--- config.mk ---
export PLATFORM = sky130hd
export DESIGN_NAME = mem_arb_flat
export DESIGN_NICKNAME = d
export VERILOG_FILES = /design/src/rtl/mem_arb_pkg.sv /design/src/rtl/mem_arb_if.sv /design/src/rtl/mem_arb_pick2.sv /design/src/rtl/mem_arb.sv /design/src/flat_wrapper.sv
export SDC_FILE = /design/constraint.sdc
export NUM_CORES = 1
export LEC_CHECK = 0
export CAP_MARGIN = 20
export CORE_UTILIZATION = 30
export CTS_CLUSTER_SIZE = 28
export DETAILED_ROUTE_END_ITERATION = 8
export GPL_ROUTABILITY_DRIVEN = 0
export PLACE_DENSITY = 0.81
export SLEW_MARGIN = 20
export SYNTH_ARGS = -nofsm -noshare
export SYNTH_HDL_FRONTEND = slang
export SYNTH_SLANG_ARGS = --single-unit
--- constraint.sdc ---
create_clock -name clk -period 1.5 [get_ports clk]
set_clock_uncertainty 0.1 [all_clocks]
set_input_delay 0.3 -clock clk [delete_from_list [all_inputs] [get_ports clk]]
set_output_delay 0.3 -clock clk [all_outputs]
set_load 0.02 [all_outputs]
--- src/rtl/mem_arb_pkg.sv ---
// Shared FSM encoding and default widths for the two-requester memory arbiter.
package mem_arb_pkg;

  localparam int unsigned BW_DEF = 16;
  localparam int unsigned AW_DEF = 9;

  typedef enum logic [1:0] {
    IDLE  = 2'd0,
    GNT_A = 2'd1,
    GNT_B = 2'd2
  } state_t;

endpackage

--- src/rtl/mem_arb_if.sv ---
// Requester A/B handshake and single-port memory bus for mem_arb.
interface mem_arb_if
  import mem_arb_pkg::*;
#(
  parameter int unsigned BW = BW_DEF,
  parameter int unsigned AW = AW_DEF
);
  logic          a_req;
  logic          a_we;
  logic [AW-1:0] a_addr;
  logic [BW-1:0] a_wdata;
  logic          a_gnt;
  logic          a_rvalid;
  logic [BW-1:0] a_rdata;

  logic          b_req;
  logic          b_we;
  logic [AW-1:0] b_addr;
  logic [BW-1:0] b_wdata;
  logic          b_gnt;
  logic          b_rvalid;
  logic [BW-1:0] b_rdata;

  logic [AW-1:0] mem_addr;
  logic          mem_we;
  logic [BW-1:0] mem_dout;
  logic [BW-1:0] mem_din;

  modport slave (
    input  a_req, a_we, a_addr, a_wdata,
    output a_gnt, a_rvalid, a_rdata,
    input  b_req, b_we, b_addr, b_wdata,
    output b_gnt, b_rvalid, b_rdata,
    output mem_addr, mem_we, mem_dout,
    input  mem_din
  );

  modport master (
    output a_req, a_we, a_addr, a_wdata,
    input  a_gnt, a_rvalid, a_rdata,
    output b_req, b_we, b_addr, b_wdata,
    input  b_gnt, b_rvalid, b_rdata,
    input  mem_addr, mem_we, mem_dout,
    output mem_din
  );
endinterface

--- src/rtl/mem_arb_pick2.sv ---
// Two-way winner selection; last=1 means requester B was granted most recently.
module arb_pick2 (
  input  logic req_a,
  input  logic req_b,
  input  logic last,
  output logic pick_a,
  output logic pick_b
);
  assign pick_a = req_a & (~req_b | last);
  assign pick_b = req_b & (~req_a | ~last);
endmodule

--- src/rtl/mem_arb.sv ---
// Arbiter granting A/B one access per two cycles to a sync-read memory.
// Define MEM_ARB_RR_EN for round-robin ties; otherwise A wins every tie.
module mem_arb
  import mem_arb_pkg::*;
#(
  parameter int unsigned BW = BW_DEF,
  parameter int unsigned AW = AW_DEF
) (
  input  logic      clk,
  input  logic      rst,
  mem_arb_if.slave  bus
);

  state_t        r_state;
  state_t        w_next;
  logic          w_pick_a;
  logic          w_pick_b;
  logic          w_last;
  logic          w_take;
  logic [AW-1:0] r_addr;
  logic [BW-1:0] r_wdata;
  logic          r_we;
  logic          r_rv_a;
  logic          r_rv_b;

  arb_pick2 u_pick (
    .req_a  (bus.a_req),
    .req_b  (bus.b_req),
    .last   (w_last),
    .pick_a (w_pick_a),
    .pick_b (w_pick_b)
  );

  assign w_take = (r_state == IDLE) && (w_pick_a || w_pick_b);

`ifdef MEM_ARB_RR_EN
  logic r_last;

  always_ff @(posedge clk) begin
    if (!rst)        r_last <= 1'b1;
    else if (w_take) r_last <= w_pick_b;
  end

  assign w_last = r_last;
`else
  // Pinning the pointer at "B last" turns the round-robin picker into fixed A priority.
  assign w_last = 1'b1;
`endif

  always_comb begin
    w_next = r_state;
    case (r_state)
      IDLE: begin
        if (w_pick_a)      w_next = GNT_A;
        else if (w_pick_b) w_next = GNT_B;
      end
      GNT_A, GNT_B: w_next = IDLE;
      default:      w_next = IDLE;
    endcase
  end

  always_ff @(posedge clk) begin
    if (!rst) begin
      r_state <= IDLE;
      r_addr  <= '0;
      r_wdata <= '0;
      r_we    <= 1'b0;
      r_rv_a  <= 1'b0;
      r_rv_b  <= 1'b0;
    end else begin
      r_state <= w_next;
      r_rv_a  <= (r_state == GNT_A) && !r_we;
      r_rv_b  <= (r_state == GNT_B) && !r_we;
      if (w_take) begin
        r_addr  <= w_pick_a ? bus.a_addr  : bus.b_addr;
        r_wdata <= w_pick_a ? bus.a_wdata : bus.b_wdata;
        r_we    <= w_pick_a ? bus.a_we    : bus.b_we;
      end
    end
  end

  // Captured address/data stay on the memory bus between grants; only we is gated.
  assign bus.mem_addr = r_addr;
  assign bus.mem_dout = r_wdata;
  assign bus.mem_we   = r_we && (r_state != IDLE);

  assign bus.a_gnt    = (r_state == GNT_A);
  assign bus.b_gnt    = (r_state == GNT_B);
  assign bus.a_rvalid = r_rv_a;
  assign bus.b_rvalid = r_rv_b;
  assign bus.a_rdata  = bus.mem_din;
  assign bus.b_rdata  = bus.mem_din;

endmodule

--- src/flat_wrapper.sv ---
// flat-port wrapper written by rule: the top's interface ports become plain ports
module mem_arb_flat import mem_arb_pkg::*;
#(
  parameter int unsigned BW = BW_DEF,
  parameter int unsigned AW = AW_DEF
)
  (clk, rst, bus_a_req, bus_a_we, bus_a_addr, bus_a_wdata, bus_a_gnt, bus_a_rvalid, bus_a_rdata, bus_b_req, bus_b_we, bus_b_addr, bus_b_wdata, bus_b_gnt, bus_b_rvalid, bus_b_rdata, bus_mem_addr, bus_mem_we, bus_mem_dout, bus_mem_din);
  mem_arb_if #(.BW(BW), .AW(AW)) bus_i ();
  input  logic clk;
  input  logic rst;
  input wire logic [$bits(bus_i.a_req)-1:0] bus_a_req;
  input wire logic [$bits(bus_i.a_we)-1:0] bus_a_we;
  input wire logic [$bits(bus_i.a_addr)-1:0] bus_a_addr;
  input wire logic [$bits(bus_i.a_wdata)-1:0] bus_a_wdata;
  output wire logic [$bits(bus_i.a_gnt)-1:0] bus_a_gnt;
  output wire logic [$bits(bus_i.a_rvalid)-1:0] bus_a_rvalid;
  output wire logic [$bits(bus_i.a_rdata)-1:0] bus_a_rdata;
  input wire logic [$bits(bus_i.b_req)-1:0] bus_b_req;
  input wire logic [$bits(bus_i.b_we)-1:0] bus_b_we;
  input wire logic [$bits(bus_i.b_addr)-1:0] bus_b_addr;
  input wire logic [$bits(bus_i.b_wdata)-1:0] bus_b_wdata;
  output wire logic [$bits(bus_i.b_gnt)-1:0] bus_b_gnt;
  output wire logic [$bits(bus_i.b_rvalid)-1:0] bus_b_rvalid;
  output wire logic [$bits(bus_i.b_rdata)-1:0] bus_b_rdata;
  output wire logic [$bits(bus_i.mem_addr)-1:0] bus_mem_addr;
  output wire logic [$bits(bus_i.mem_we)-1:0] bus_mem_we;
  output wire logic [$bits(bus_i.mem_dout)-1:0] bus_mem_dout;
  input wire logic [$bits(bus_i.mem_din)-1:0] bus_mem_din;
  assign bus_i.a_req = bus_a_req;
  assign bus_i.a_we = bus_a_we;
  assign bus_i.a_addr = bus_a_addr;
  assign bus_i.a_wdata = bus_a_wdata;
  assign bus_a_gnt = bus_i.a_gnt;
  assign bus_a_rvalid = bus_i.a_rvalid;
  assign bus_a_rdata = bus_i.a_rdata;
  assign bus_i.b_req = bus_b_req;
  assign bus_i.b_we = bus_b_we;
  assign bus_i.b_addr = bus_b_addr;
  assign bus_i.b_wdata = bus_b_wdata;
  assign bus_b_gnt = bus_i.b_gnt;
  assign bus_b_rvalid = bus_i.b_rvalid;
  assign bus_b_rdata = bus_i.b_rdata;
  assign bus_mem_addr = bus_i.mem_addr;
  assign bus_mem_we = bus_i.mem_we;
  assign bus_mem_dout = bus_i.mem_dout;
  assign bus_i.mem_din = bus_mem_din;
  mem_arb #(.BW(BW), .AW(AW)) u_core (.clk(clk), .rst(rst), .bus(bus_i));
endmodule
# Word level (Yosys, flattened, before mapping)
# Cells that the tools add are included.
classes:
  n_eq_ne: 2
  n_mux: 5
  n_bitwise: 4
  reduce_logical: 11
ops:
  columns: ["op", "count"]
  rows:
  - ["$mux W16", 1]
  - ["$mux W9", 1]
  - ["$logic_and A1 B1 Y1", 4]
  - ["$reduce_bool A2 Y1", 2]
  - ["$mux W1", 3]
  - ["$not A1 Y1", 3]
  - ["$reduce_or A3 Y1", 1]
  - ["$eq A2 B1 Y1 const B", 1]
  - ["$eq A2 B2 Y1 const B", 1]
  - ["$logic_not A2 Y1", 1]
  - ["$reduce_and A2 Y1", 1]
  - ["$and A1 B1 Y1", 1]
  - ["$logic_not A1 Y1", 1]
  - ["$logic_or A1 B1 Y1", 1]
word_totals:
  regBits: 30
  wordCells: 29

# Logic depth before layout (Yosys ltp)
logic_depth:
  word_depth: 4
  ltp_mapped: 6
  mapped_depth_nobuf: 3

# By module
# From an unflattened synthesis, not the netlist that was laid out.
unflattened:
  cells_unflattened: 170
  hier_area_um2: 1694.1
by_module_without_submodules:
  columns: ["mod", "n_inst", "cells_each", "area_each_um2", "seq_area_each_um2"]
  rows:
  - ["mem_arb", 1, 167, 1675.4, 600.6]
  - ["arb_pick2", 1, 3, 18.8, 0.0]

# Worst setup path after synthesis
# Ideal clock, no wire load.
synth_path:
  path_type: "input to register"
  start: "input bus_a_req"
  end: "register u_core.r_addr[0] (netlist: u_core.bus.mem_addr[0])"
  setup_ns: 0.116
  arrival_time_ns: 1.227
  path_slack_ns: 0.057
  cell_stages: 6
  cell_sequence: "or2_1 buf_6 and2_4 buf_6 buf_6 o211a_1"
synth_between:
  elab_chain_cells: 4
synth_rtl:
  columns: ["item", "line", "rtl"]
  rows:
  - ["start: declaration", "flat_wrapper.sv:11", "input wire logic [$bits(bus_i.a_req)-1:0] bus_a_req;"]
  - ["$not A1 Y1", "mem_arb_pick2.sv:10", "assign pick_b = req_b & (~req_a | ~last);"]
  - ["$and A1 B1 Y1", "mem_arb_pick2.sv:10", null]
  - ["$logic_or A1 B1 Y1", "mem_arb.sv:34", "assign w_take = (r_state == IDLE) && (w_pick_a || w_pick_b);"]
  - ["$logic_and A1 B1 Y1", "mem_arb.sv:34", null]
  - ["end signal: assignment", "mem_arb.sv:75", "r_addr <= w_pick_a ? bus.a_addr : bus.b_addr;"]
  - ["end: declaration", "mem_arb.sv:20", "logic [AW-1:0] r_addr;"]
# Parallel ways exist; a longest one is shown, timed or not.
# A chain may end at the register's enable or synchronous reset.

# Worst setup path after layout
layout_path:
  start: "register u_core.r_state[0]"
  end: "output bus_mem_we"
layout_between:
  elab_chain_cells: 2
layout_rtl:
  columns: ["item", "line", "rtl"]
  rows:
  - ["start: declaration", "mem_arb.sv:14", "state_t r_state;"]
  - ["start signal: assignment", "mem_arb.sv:71", "r_state <= w_next;"]
  - ["$reduce_bool A2 Y1", "mem_arb.sv:85", "assign bus.mem_we = r_we && (r_state != IDLE);"]
  - ["$logic_and A1 B1 Y1", "mem_arb.sv:85", null]
  - ["end: declaration", "flat_wrapper.sv:26", "output wire logic [$bits(bus_i.mem_we)-1:0] bus_mem_we;"]
# Every way passes these cells.

==> results by group <==
Status
  – Outcome: finished clean

Routing
  – Initial drt markers: 70
  – Final ANT Viol Nets: 0
  – Wirelength, routed: just over 4 mm
  – Wire per inst: approximately 14 µm
  – # DRC: 0
  – Vias/cell: around 4.8
  – Via count: ~1400
  – 1st-pass router iterations: 4

Synth
  – Synthesis Warnings: 0
  – Mapped Area: ~0.0017 mm²
  – Yosys cell types: 16
  – Post-synthesis sequential area ratio: 36.20%
  – Post-Syn Instances: 165
  – Syn nets: 237
  – Seq cells post-synth: 30
  – Syn avg cell area: about 10 µm²

Setup path
  – Critical Path Sink Type: output port
  – WP data arrival: a little under 1000 ps
  – Critical path type: reg -> out
  – Crit Path Max Fanout: 3
  – Worst setup SP type: register
  – Worst EP required: 1100 ps

GRT
  – Vias in the first global route: around 1400
  – Gr ovfl total: 0
  – Largest net degree at the start of global routing: 31
  – GRT Total Usage: between 10% and 20%
  – First-pass GRT wire length: 6.410 mm
  – Initial antenna violation count: 0

Clock tree
  – Hold Buf Count CTS: 0
  – CTS tree: done
  – H-tree levels: 2
  – Root buffer cell: clkbuf_8
  – Worst-path clk slew: approximately 60 ps
  – Clk_lat worst skew: around 270 ps
  – Clk sink count: 30
  – Num CTS Buffers: 5
  – Worst-case clock buffer depth: 2

STA
  – Final min period: 1393 ps
  – RSZ-0062 raised after global routing: false
  – Final hold slack: approximately 390 ps
  – Final Max Slew Viols: 0
  – Final Hold Fails: 0
  – Period utilization: about 93%
  – Rel. slew slack: approximately four fifths
  – # setup viols final: 0
  – Worst-Margin Slew: slightly above 300 ps
  – Max Clock Freq: between 700 and 800 MHz

Layout
  – Multi-input gate area: 733.2 µm²
  – Area grow syn2layout: 43.36%
  – Fin area: approximately 0.0024 mm²
  – Final nets: between 200 and 300
  – # diodes: 0
  – Layout cells sized above 1: a little under a tenth
  – Layout filler cell count: approximately 540
  – Reg area: around 600 µm²
  – Most frequent cells in the layout: 54 x clkdlybuf4s50_1, 30 x dfxtp_1, 27 x dlygate4sd2_1
  – Most common cell after layout, fill and taps aside: clkdlybuf4s50_1

Place
  – Post-DP Area: ~0.0023 mm²
  – Buffers added on ports: 85
  – Hpwl dp: about 2.8 mm

Pwr
  – P_sw: ~0.6 mW
  – Switching part of the total power: between 20% and 30%
  – P_int: around 1.6 mW
  – Pleak: 1.289 nW
  – Clock share of power: 30.1%
  – Peak supply drop: approximately 370 µV
  – PwrDens: 912.8 mW/mm²
  – Logic pwr share: 27.8%
  – Sequential Power Share: 42.1%
  – Final Total Pwr: between 2 and 2.5 mW

Floorplanning
  – Die area: between 0.005 and 0.006 mm²
  – Initial Util: around a third
  – Horiz. Die Dim: between 70 and 80 µm
  – Num rows: 26
  – Die extent in y: approximately 76 µm
  – I/O pin cnt: approximately 130
  – Core Area: about 0.0052 mm²

Min path
  – Worst hold path class: reg -> reg

Flow run
  – Max cap viols: 0
-- flip-flops by register name (all words and copies together), names as in the netlist --
signal and cells:
u_core.r_we 1, u_core.r_state 2, u_core.bus.b_rvalid 1, u_core.bus.a_rvalid 1
u_core.bus.mem_addr 9, u_core.bus.mem_dout 16
-- kinds of logic (layout without fill, tap and decap cells) --
logic type	count (synthesis)	count (layout)	synth area share, %
AO/OA/AOI/OAI	26	26	15.69
buffers and inverters	47	100	20.29
AND/OR/NAND/NOR	36	37	12.14
multiplexers	26	26	15.69
flip-flops	30	30	36.20
-- layout make-up --
type	instances	area share (%)
clock inverter	1	0.2104
tap	70	3.682
timing repair buffer	92	36.40
sequential	30	25.25
multi-input combinational	89	30.83
clock buffer	7	3.630
-- what timing repair did --
| action | CTS | global route |
|---|---|---|
| pin swaps | 1 | 0 |
| buffers inserted | 0 | 0 |
| gates cloned | 1 | 0 |
| resized for setup | 39 | 2 |
| setup endpoints to repair | 36 | 16 |
-- cell usage after synthesis --
library cell	n	area [µm²]
mux2i_1	26	260.3
and3b_1	2	17.52
buf_4	34	255.2
nor2b_1	3	18.77
buf_1	2	7.510
clkbuf_1	5	18.77
o211a_1	26	260.3
or2_1	1	6.260
nor2_1	1	3.750
and4b_1	1	10.01
nand3_1	26	130.1
and2_4	1	8.760
dfxtp_1	30	600.6
and3_1	1	6.260
buf_2	2	10.01
buf_6	4	45.04
-- path summary, 6_finish.rpt --
check                                                          from                             endpoint  slack, ps  cells after the start
worst max register to register       u_core.r_state[1]$_SDFFE_PP0P_  u_core.bus.mem_addr[5]$_SDFFE_PN0P_        110                      4
worst min register to register  u_core.bus.mem_addr[2]$_SDFFE_PN0P_  u_core.bus.mem_addr[2]$_SDFFE_PN0P_        390                      1
worst max-delay path                 u_core.r_state[0]$_SDFFE_PN0P_                           bus_mem_we        110                      3
worst min-delay path            u_core.bus.mem_addr[2]$_SDFFE_PN0P_  u_core.bus.mem_addr[2]$_SDFFE_PN0P_        390                      1
-- routing by layer --
layer | GRT usage [%] | wire (µm) | up-vias
li1 | - | - | 667
met1 | 14.97 | 1693 | 634
met2 | 24.23 | 2007 | 64
met3 | 3.952 | 307 | 17
met4 | 6.731 | 76 | 0
met5 | 0 | 0 | -
-- critical path: stages, from the launching register on --
cell     delay [ps]
dfxtp_1         360
nor2_2           50
nor2b_1         130
buf_2           190
-- power groups by stage --
stage                     combinational, mW  clock [mW]  sequential (mW)
after floorplan                       0.363           0             1.01
after global placement                0.639           0            0.931
after detailed placement              0.653           0            0.931
after CTS                             0.609       0.672            0.913
after global routing                  0.647       0.701            0.923
final                                 0.604       0.654            0.913
-- stage by stage --
step	setup slack [ps]	util, %	cells	setup TNS [ps]
after floorplan	56.64	-	165	0
final	106.7	45.70	289	0
after detailed placement	-200.3	44.64	280	-4898
after global routing	23.75	45.70	289	0
after global placement	-144.9	44.64	280	-3776
after CTS	18.84	45.60	289	0
Power figures use the tool's default switching activity.
